--- config.mk ---
export PLATFORM = sky130hd
export DESIGN_NAME = mem_copy_engine_flat
export DESIGN_NICKNAME = d
export VERILOG_FILES = /design/src/rtl/mem_copy_engine_if.sv /design/src/rtl/mem_copy_engine.sv /design/src/flat_wrapper.sv
export SDC_FILE = /design/constraint.sdc
export NUM_CORES = 1
export LEC_CHECK = 0
export CORE_AREA = 2 2 109 216
export CTS_CLUSTER_SIZE = 28
export DETAILED_ROUTE_END_ITERATION = 12
export DIE_AREA = 0 0 111 218
export GPL_TIMING_DRIVEN = 0
export PLACE_DENSITY_LB_ADDON = 0.15
export SETUP_SLACK_MARGIN = 0.4
export SYNTH_ARGS = -nofsm -noshare
export SYNTH_HDL_FRONTEND = slang
export SYNTH_SLANG_ARGS = --single-unit
--- constraint.sdc ---
create_clock -name clk -period 8.3 [get_ports clk]
set_input_delay 1.66 -clock clk [delete_from_list [all_inputs] [get_ports clk]]
set_output_delay 1.66 -clock clk [all_outputs]
set_load 0.02 [all_outputs]
--- src/rtl/mem_copy_engine_if.sv ---
// mem_copy_engine_if: control, CPU-side and memory-side signals of the block-copy engine
//   start/src/dst/len     copy request and its operands
//   busy/done/err         engine status (done/err are 1-cycle pulses)
//   cpu_r_addr_1, cpu_w_* CPU's port-1 read address and write port
//   mem_r_addr_1, mem_w_* muxed signals to the memory; mem_r_data_1 from the memory
//   slave modport is the engine, master modport is the CPU/memory side
interface mem_copy_engine_if #(
   parameter int ADDR_WIDTH = 16,
   parameter int DATA_WIDTH = 16
);
   logic                  start;
   logic [ADDR_WIDTH-1:0] src;
   logic [ADDR_WIDTH-1:0] dst;
   logic [ADDR_WIDTH-1:0] len;
   logic                  busy;
   logic                  done;
   logic                  err;
   logic [ADDR_WIDTH-1:0] cpu_r_addr_1;
   logic [ADDR_WIDTH-1:0] cpu_w_addr;
   logic [DATA_WIDTH-1:0] cpu_w_data;
   logic                  cpu_w_en;
   logic [ADDR_WIDTH-1:0] mem_r_addr_1;
   logic [DATA_WIDTH-1:0] mem_r_data_1;
   logic [ADDR_WIDTH-1:0] mem_w_addr;
   logic [DATA_WIDTH-1:0] mem_w_data;
   logic                  mem_w_en;
   modport slave (
      input  start, src, dst, len, cpu_r_addr_1, cpu_w_addr, cpu_w_data, cpu_w_en, mem_r_data_1,
      output busy, done, err, mem_r_addr_1, mem_w_addr, mem_w_data, mem_w_en
   );
   modport master (
      output start, src, dst, len, cpu_r_addr_1, cpu_w_addr, cpu_w_data, cpu_w_en, mem_r_data_1,
      input  busy, done, err, mem_r_addr_1, mem_w_addr, mem_w_data, mem_w_en
   );
endinterface

--- src/rtl/mem_copy_engine.sv ---
// mem_copy_engine: copies len words from src to dst through memory read port 1 and the write port
//   clk, rst  clock and synchronous active-high reset
//   bus       mem_copy_engine_if.slave: request/status, CPU port-1/write signals, memory signals
module mem_copy_engine #(
   parameter int N_ELEMENTS = 128,
   parameter int ADDR_WIDTH = 16,
   parameter int DATA_WIDTH = 16
) (
   input logic              clk,
   input logic              rst,
   mem_copy_engine_if.slave bus
);
   typedef enum logic [1:0] {IDLE, COPY, DONE, ERR} state_t;
   localparam logic [ADDR_WIDTH:0]   LIMIT = (ADDR_WIDTH+1)'(N_ELEMENTS);
   localparam logic [ADDR_WIDTH-1:0] ONE   = ADDR_WIDTH'(1);
   state_t                state;
   logic [ADDR_WIDTH-1:0] src_q, dst_q, cnt;
   logic                  dir, busy_q, done_q, err_q;
   logic                  oob, down, eng_we;
   logic [DATA_WIDTH-1:0] w_data;
   // one extra bit so base+len cannot wrap back into range
   assign oob = ({1'b0, bus.src} + {1'b0, bus.len} > LIMIT) || ({1'b0, bus.dst} + {1'b0, bus.len} > LIMIT);
   // copying top-down when dst is above src keeps overlapping copies correct
   assign down = bus.dst > bus.src;
   // a reset arriving mid-copy must not complete the word in flight
   assign eng_we = state == COPY && !bus.cpu_w_en && !rst;
   assign w_data = eng_we ? bus.mem_r_data_1 : bus.cpu_w_data;
   assign bus.mem_r_addr_1 = state == COPY ? src_q : bus.cpu_r_addr_1;
   assign bus.mem_w_en = bus.cpu_w_en || eng_we;
   assign bus.mem_w_addr = eng_we ? dst_q : bus.cpu_w_addr;
   assign bus.mem_w_data = w_data;
   assign bus.busy = busy_q;
   assign bus.done = done_q;
   assign bus.err = err_q;
   // src_q/dst_q walk as live pointers; cnt holds the words still to write
   always_ff @(posedge clk) begin
      if (rst) begin
         state  <= IDLE;
         src_q  <= '0;
         dst_q  <= '0;
         cnt    <= '0;
         dir    <= 1'b0;
         busy_q <= 1'b0;
         done_q <= 1'b0;
         err_q  <= 1'b0;
      end else begin
         done_q <= 1'b0;
         err_q  <= 1'b0;
         case (state)
            IDLE: if (bus.start) begin
               if (oob) begin
                  state <= ERR;
                  err_q <= 1'b1;
               end else if (bus.len == '0) begin
                  state  <= DONE;
                  done_q <= 1'b1;
               end else begin
                  state  <= COPY;
                  busy_q <= 1'b1;
                  dir    <= down;
                  src_q  <= down ? bus.src + bus.len - ONE : bus.src;
                  dst_q  <= down ? bus.dst + bus.len - ONE : bus.dst;
                  cnt    <= bus.len;
               end
            end
            COPY: if (!bus.cpu_w_en) begin
               src_q <= dir ? src_q - ONE : src_q + ONE;
               dst_q <= dir ? dst_q - ONE : dst_q + ONE;
               cnt   <= cnt - ONE;
               if (cnt == ONE) begin
                  state  <= DONE;
                  busy_q <= 1'b0;
                  done_q <= 1'b1;
               end
            end
            default: state <= IDLE;
         endcase
      end
   end
endmodule

--- src/flat_wrapper.sv ---
// flat-port wrapper written by rule: the top's interface ports become plain ports
module mem_copy_engine_flat 
#(
   parameter int N_ELEMENTS = 128,
   parameter int ADDR_WIDTH = 16,
   parameter int DATA_WIDTH = 16
)
  (clk, rst, bus_start, bus_src, bus_dst, bus_len, bus_cpu_r_addr_1, bus_cpu_w_addr, bus_cpu_w_data, bus_cpu_w_en, bus_mem_r_data_1, bus_busy, bus_done, bus_err, bus_mem_r_addr_1, bus_mem_w_addr, bus_mem_w_data, bus_mem_w_en);
  mem_copy_engine_if #(.ADDR_WIDTH(ADDR_WIDTH), .DATA_WIDTH(DATA_WIDTH)) bus_i ();
  input logic clk;
  input logic rst;
  input wire logic [$bits(bus_i.start)-1:0] bus_start;
  input wire logic [$bits(bus_i.src)-1:0] bus_src;
  input wire logic [$bits(bus_i.dst)-1:0] bus_dst;
  input wire logic [$bits(bus_i.len)-1:0] bus_len;
  input wire logic [$bits(bus_i.cpu_r_addr_1)-1:0] bus_cpu_r_addr_1;
  input wire logic [$bits(bus_i.cpu_w_addr)-1:0] bus_cpu_w_addr;
  input wire logic [$bits(bus_i.cpu_w_data)-1:0] bus_cpu_w_data;
  input wire logic [$bits(bus_i.cpu_w_en)-1:0] bus_cpu_w_en;
  input wire logic [$bits(bus_i.mem_r_data_1)-1:0] bus_mem_r_data_1;
  output wire logic [$bits(bus_i.busy)-1:0] bus_busy;
  output wire logic [$bits(bus_i.done)-1:0] bus_done;
  output wire logic [$bits(bus_i.err)-1:0] bus_err;
  output wire logic [$bits(bus_i.mem_r_addr_1)-1:0] bus_mem_r_addr_1;
  output wire logic [$bits(bus_i.mem_w_addr)-1:0] bus_mem_w_addr;
  output wire logic [$bits(bus_i.mem_w_data)-1:0] bus_mem_w_data;
  output wire logic [$bits(bus_i.mem_w_en)-1:0] bus_mem_w_en;
  assign bus_i.start = bus_start;
  assign bus_i.src = bus_src;
  assign bus_i.dst = bus_dst;
  assign bus_i.len = bus_len;
  assign bus_i.cpu_r_addr_1 = bus_cpu_r_addr_1;
  assign bus_i.cpu_w_addr = bus_cpu_w_addr;
  assign bus_i.cpu_w_data = bus_cpu_w_data;
  assign bus_i.cpu_w_en = bus_cpu_w_en;
  assign bus_i.mem_r_data_1 = bus_mem_r_data_1;
  assign bus_busy = bus_i.busy;
  assign bus_done = bus_i.done;
  assign bus_err = bus_i.err;
  assign bus_mem_r_addr_1 = bus_i.mem_r_addr_1;
  assign bus_mem_w_addr = bus_i.mem_w_addr;
  assign bus_mem_w_data = bus_i.mem_w_data;
  assign bus_mem_w_en = bus_i.mem_w_en;
  mem_copy_engine #(.N_ELEMENTS(N_ELEMENTS), .ADDR_WIDTH(ADDR_WIDTH), .DATA_WIDTH(DATA_WIDTH)) u_core (.clk(clk), .rst(rst), .bus(bus_i));
endmodule
==> out/results.ini <==
[outcome]
outcome = completed

[placed_design]
dp_hpwl_um = 30500
numPortBuffers = 166
gp_congestion = 0.977

[critical_path]
critPathMaxFanout = 10
start_kind = input pin
arrival_ps = 5170
critical_path.top_delay_family = buffers and inverters
cp-end-kind = primary output
crit_chain = clkdlybuf4s50_1, or2_2, clkbuf_1, nor2_1, clkbuf_1, mux2_2, clkdlybuf4s50_1
cp_slowest_stage_delay_ps = 670
critPathBufInv = 4
path_class = input pin to primary output
required_ps = 6640
critPathSlowestCell = nor2_1

[floorplan]
die_w_um = 111
core_area_um2 = 22500
io_pins = 168
start_util_pct = 39.3
dieArea_um2 = 24200
die_h_um = 218
row_count = 78

[sta]
final-hold-violation-count = 0
tns_ps = 0
whs_ps = 463
setup_viol = 0
clock_skew_ps = 13.7
fin_crit_ps = 6830
rsz0062_at_grt = no
tightest_slew_ps = 1370
period_share_pct = 82.3
slew_headroom_pct = 8.31
clock.fmax_mhz = 146
slew_viol_final = 0

[detailed_routing]
viasPerCell = 5.97
wirelength_um = 36500
drt_pre_antenna_iters = 7
via_count = 10100
wire_per_inst_um = 21.7
dr_wl_met2_um = 19100
met3_length_um = 1610
wl_met1_um = 12300
antenna_left = 0
drtIter0Drc = 450
drc = 0
topRoutingLayerUsed = met4

[finish]
final_util_pct = 48.9
synthToLayoutAreaGrowth_pct = 24.4
drive_gt1_share_pct = 4.91
fin_nets = 1663
n_antenna_cell = 0

[global_route]
grt_max_degree = 30
grt_first_pass_wirelength_um = 55500
grt_usage_pct = 29.4
grt_overflow = 0
antenna_found_initial = 0
grt_pass1_vias = 10200

[clock_tree]
ctsHoldBuffers = 0
cts_setup_buffers = 0
cts_buffer_depth = 2
cts.sinks = 54
root_buffer = clkbuf_16
cts-resized-gates = 0
path_clk_slew_ps = 80
htree_levels = 2
cts_made_buffers = 5
clkLatencyLatePin_ps = 320
cts_tree = done

[synthesis]
syn_area_um2 = 8860
async_flop_share_pct = 0
ys_warn_count = 0
syn_nets = 1490
synth_cells = 1232
ys_seq_area_share_pct = 12.2
synth_cell_types = 75
synthFlopType = dfxtp_1
synth_edf_count = 0
ys_ff_latch = 54
synth.avg_cell_area_um2 = 7.19

[power]
power_density_nw_per_um2 = 112
power_leakage_nw = 4.74
peakVddDrop_v = 0.0000828

[flow_run]
cap_violations = 0

[hold_path]
hp-class = flop to flop

-- cells in the mapped netlist (8+ instances only) --
library cell	n	area share [%]
a31oi_1	12	0.85
and3_1	8	0.56
nor3_1	50	2.8
ha_1	136	19
a211oi_1	31	2.6
nor2_1	76	3.2
mux2_2	33	4.2
nor4_1	17	1.2
o21a_1	15	1.3
nand3_1	35	2.0
nand2_1	129	5.5
a21oi_1	93	5.3
o32ai_1	8	0.79
xnor2_1	36	3.6
dfxtp_1	54	12
o211ai_1	24	2.0
xor2_1	14	1.4
o221ai_1	12	1.2
or3_1	11	0.78
a21o_1	22	1.9
and2_1	8	0.56
nand2b_1	18	1.3
o31ai_1	12	1.0
clkbuf_1	38	1.6
inv_1	122	5.2
nor2b_1	8	0.56
o21ai_0	78	4.4
nand4_1	14	0.99
-- per-stage QoR --
stage / instances / total power, mW / worst slack [ps] / area (um^2)
finish: 1686 / 1.24 / 1470 / 11000
global route: 1686 / 1.31 / 1360 / 11000
CTS: 1686 / 1.23 / 1470 / 11000
detailed placement: 1678 / 1.00 / 1480 / 10900
global placement: 1678 / 0.997 / 1450 / 10900
floorplan: 1232 / 0.734 / 3500 / 8860
-- power by group --
| part | total [mW] | internal, mW | switching (mW) | leakage, nW |
|---|---|---|---|---|
| sequential | 0.288 | 0.274 | 0.0141 | 0.439 |
| clock | 0.229 | 0.113 | 0.116 | 0.0698 |
| combinational | 0.722 | 0.293 | 0.429 | 4.23 |
| total | 1.24 | 0.679 | 0.559 | 4.74 |
-- routing by layer --
layer,vias up,track usage [%]
met2,405,56.3
met5,-,0
met4,0,24.5
met1,4663,27.4
li1,4846,-
met3,157,3.14
-- area by class of cell --
class	count	area, um^2
inverter	123	462
timing repair buffer	166	1660
sequential	54	1080
tap	280	350
fill	2361	11500
clock buffer	5	125
buffer	53	231
multi-input combinational	1002	7090
clock inverter	3	21.3
-- kinds of logic (layout without fill, tap and decap cells) --
logic type	count (synthesis)	in the layout	share of synthesized area, %
compound gates	369	369	27.8
fa+ha+maj	142	142	20.6
buf+inv	176	350	7.82
simple gates	404	404	22.1
mux	37	37	4.64
flops	54	54	12.2
xor+xnor	50	50	4.94
-- path summary, 6_finish.rpt --
path,depth (start not counted),to,startpoint,slack (ps)
worst max register to register,12,u_core.dst_q[14]$_SDFFE_PP0P_,u_core.dir$_SDFFE_PP0P_,3910
worst min-delay path,2,u_core.cnt[9]$_SDFFE_PP0P_,u_core.cnt[9]$_SDFFE_PP0P_,460
worst max-delay path,7,bus_mem_w_data[13],bus_cpu_w_en,1470
worst min register to register,2,u_core.cnt[9]$_SDFFE_PP0P_,u_core.cnt[9]$_SDFFE_PP0P_,460
-- tightest hold or removal path, cell delays in order (launching register included) --
cell     delay, ps
dfxtp_1        310
nand2_1         50
o32ai_1         50
-- flip-flops by register name, indices dropped and copies added, names as in the netlist --
signal and count:
u_core.state 2, u_core.bus.err 1, u_core.bus.busy 1, u_core.src_q 16, u_core.dir 1, u_core.dst_q 16
u_core.cnt 16, u_core.bus.done 1
-- cells in the final DEF, fill, tap and decap left out, types with 11 or more instances in the layout --
cell / instances
a211oi_1: 31
a21o_1: 22
a21oi_1: 93
a31oi_1: 12
clkbuf_1: 38
clkdlybuf4s50_1: 166
dfxtp_1: 54
ha_1: 136
inv_1: 122
mux2_2: 33
nand2_1: 129
nand2b_1: 18
nand3_1: 35
nand4_1: 14
nor2_1: 76
nor3_1: 50
nor4_1: 17
o211ai_1: 24
o21a_1: 15
o21ai_0: 78
o221ai_1: 12
o31ai_1: 12
or3_1: 11
xnor2_1: 36
xor2_1: 14
Note: power is estimated with default switching activity, not from simulation.
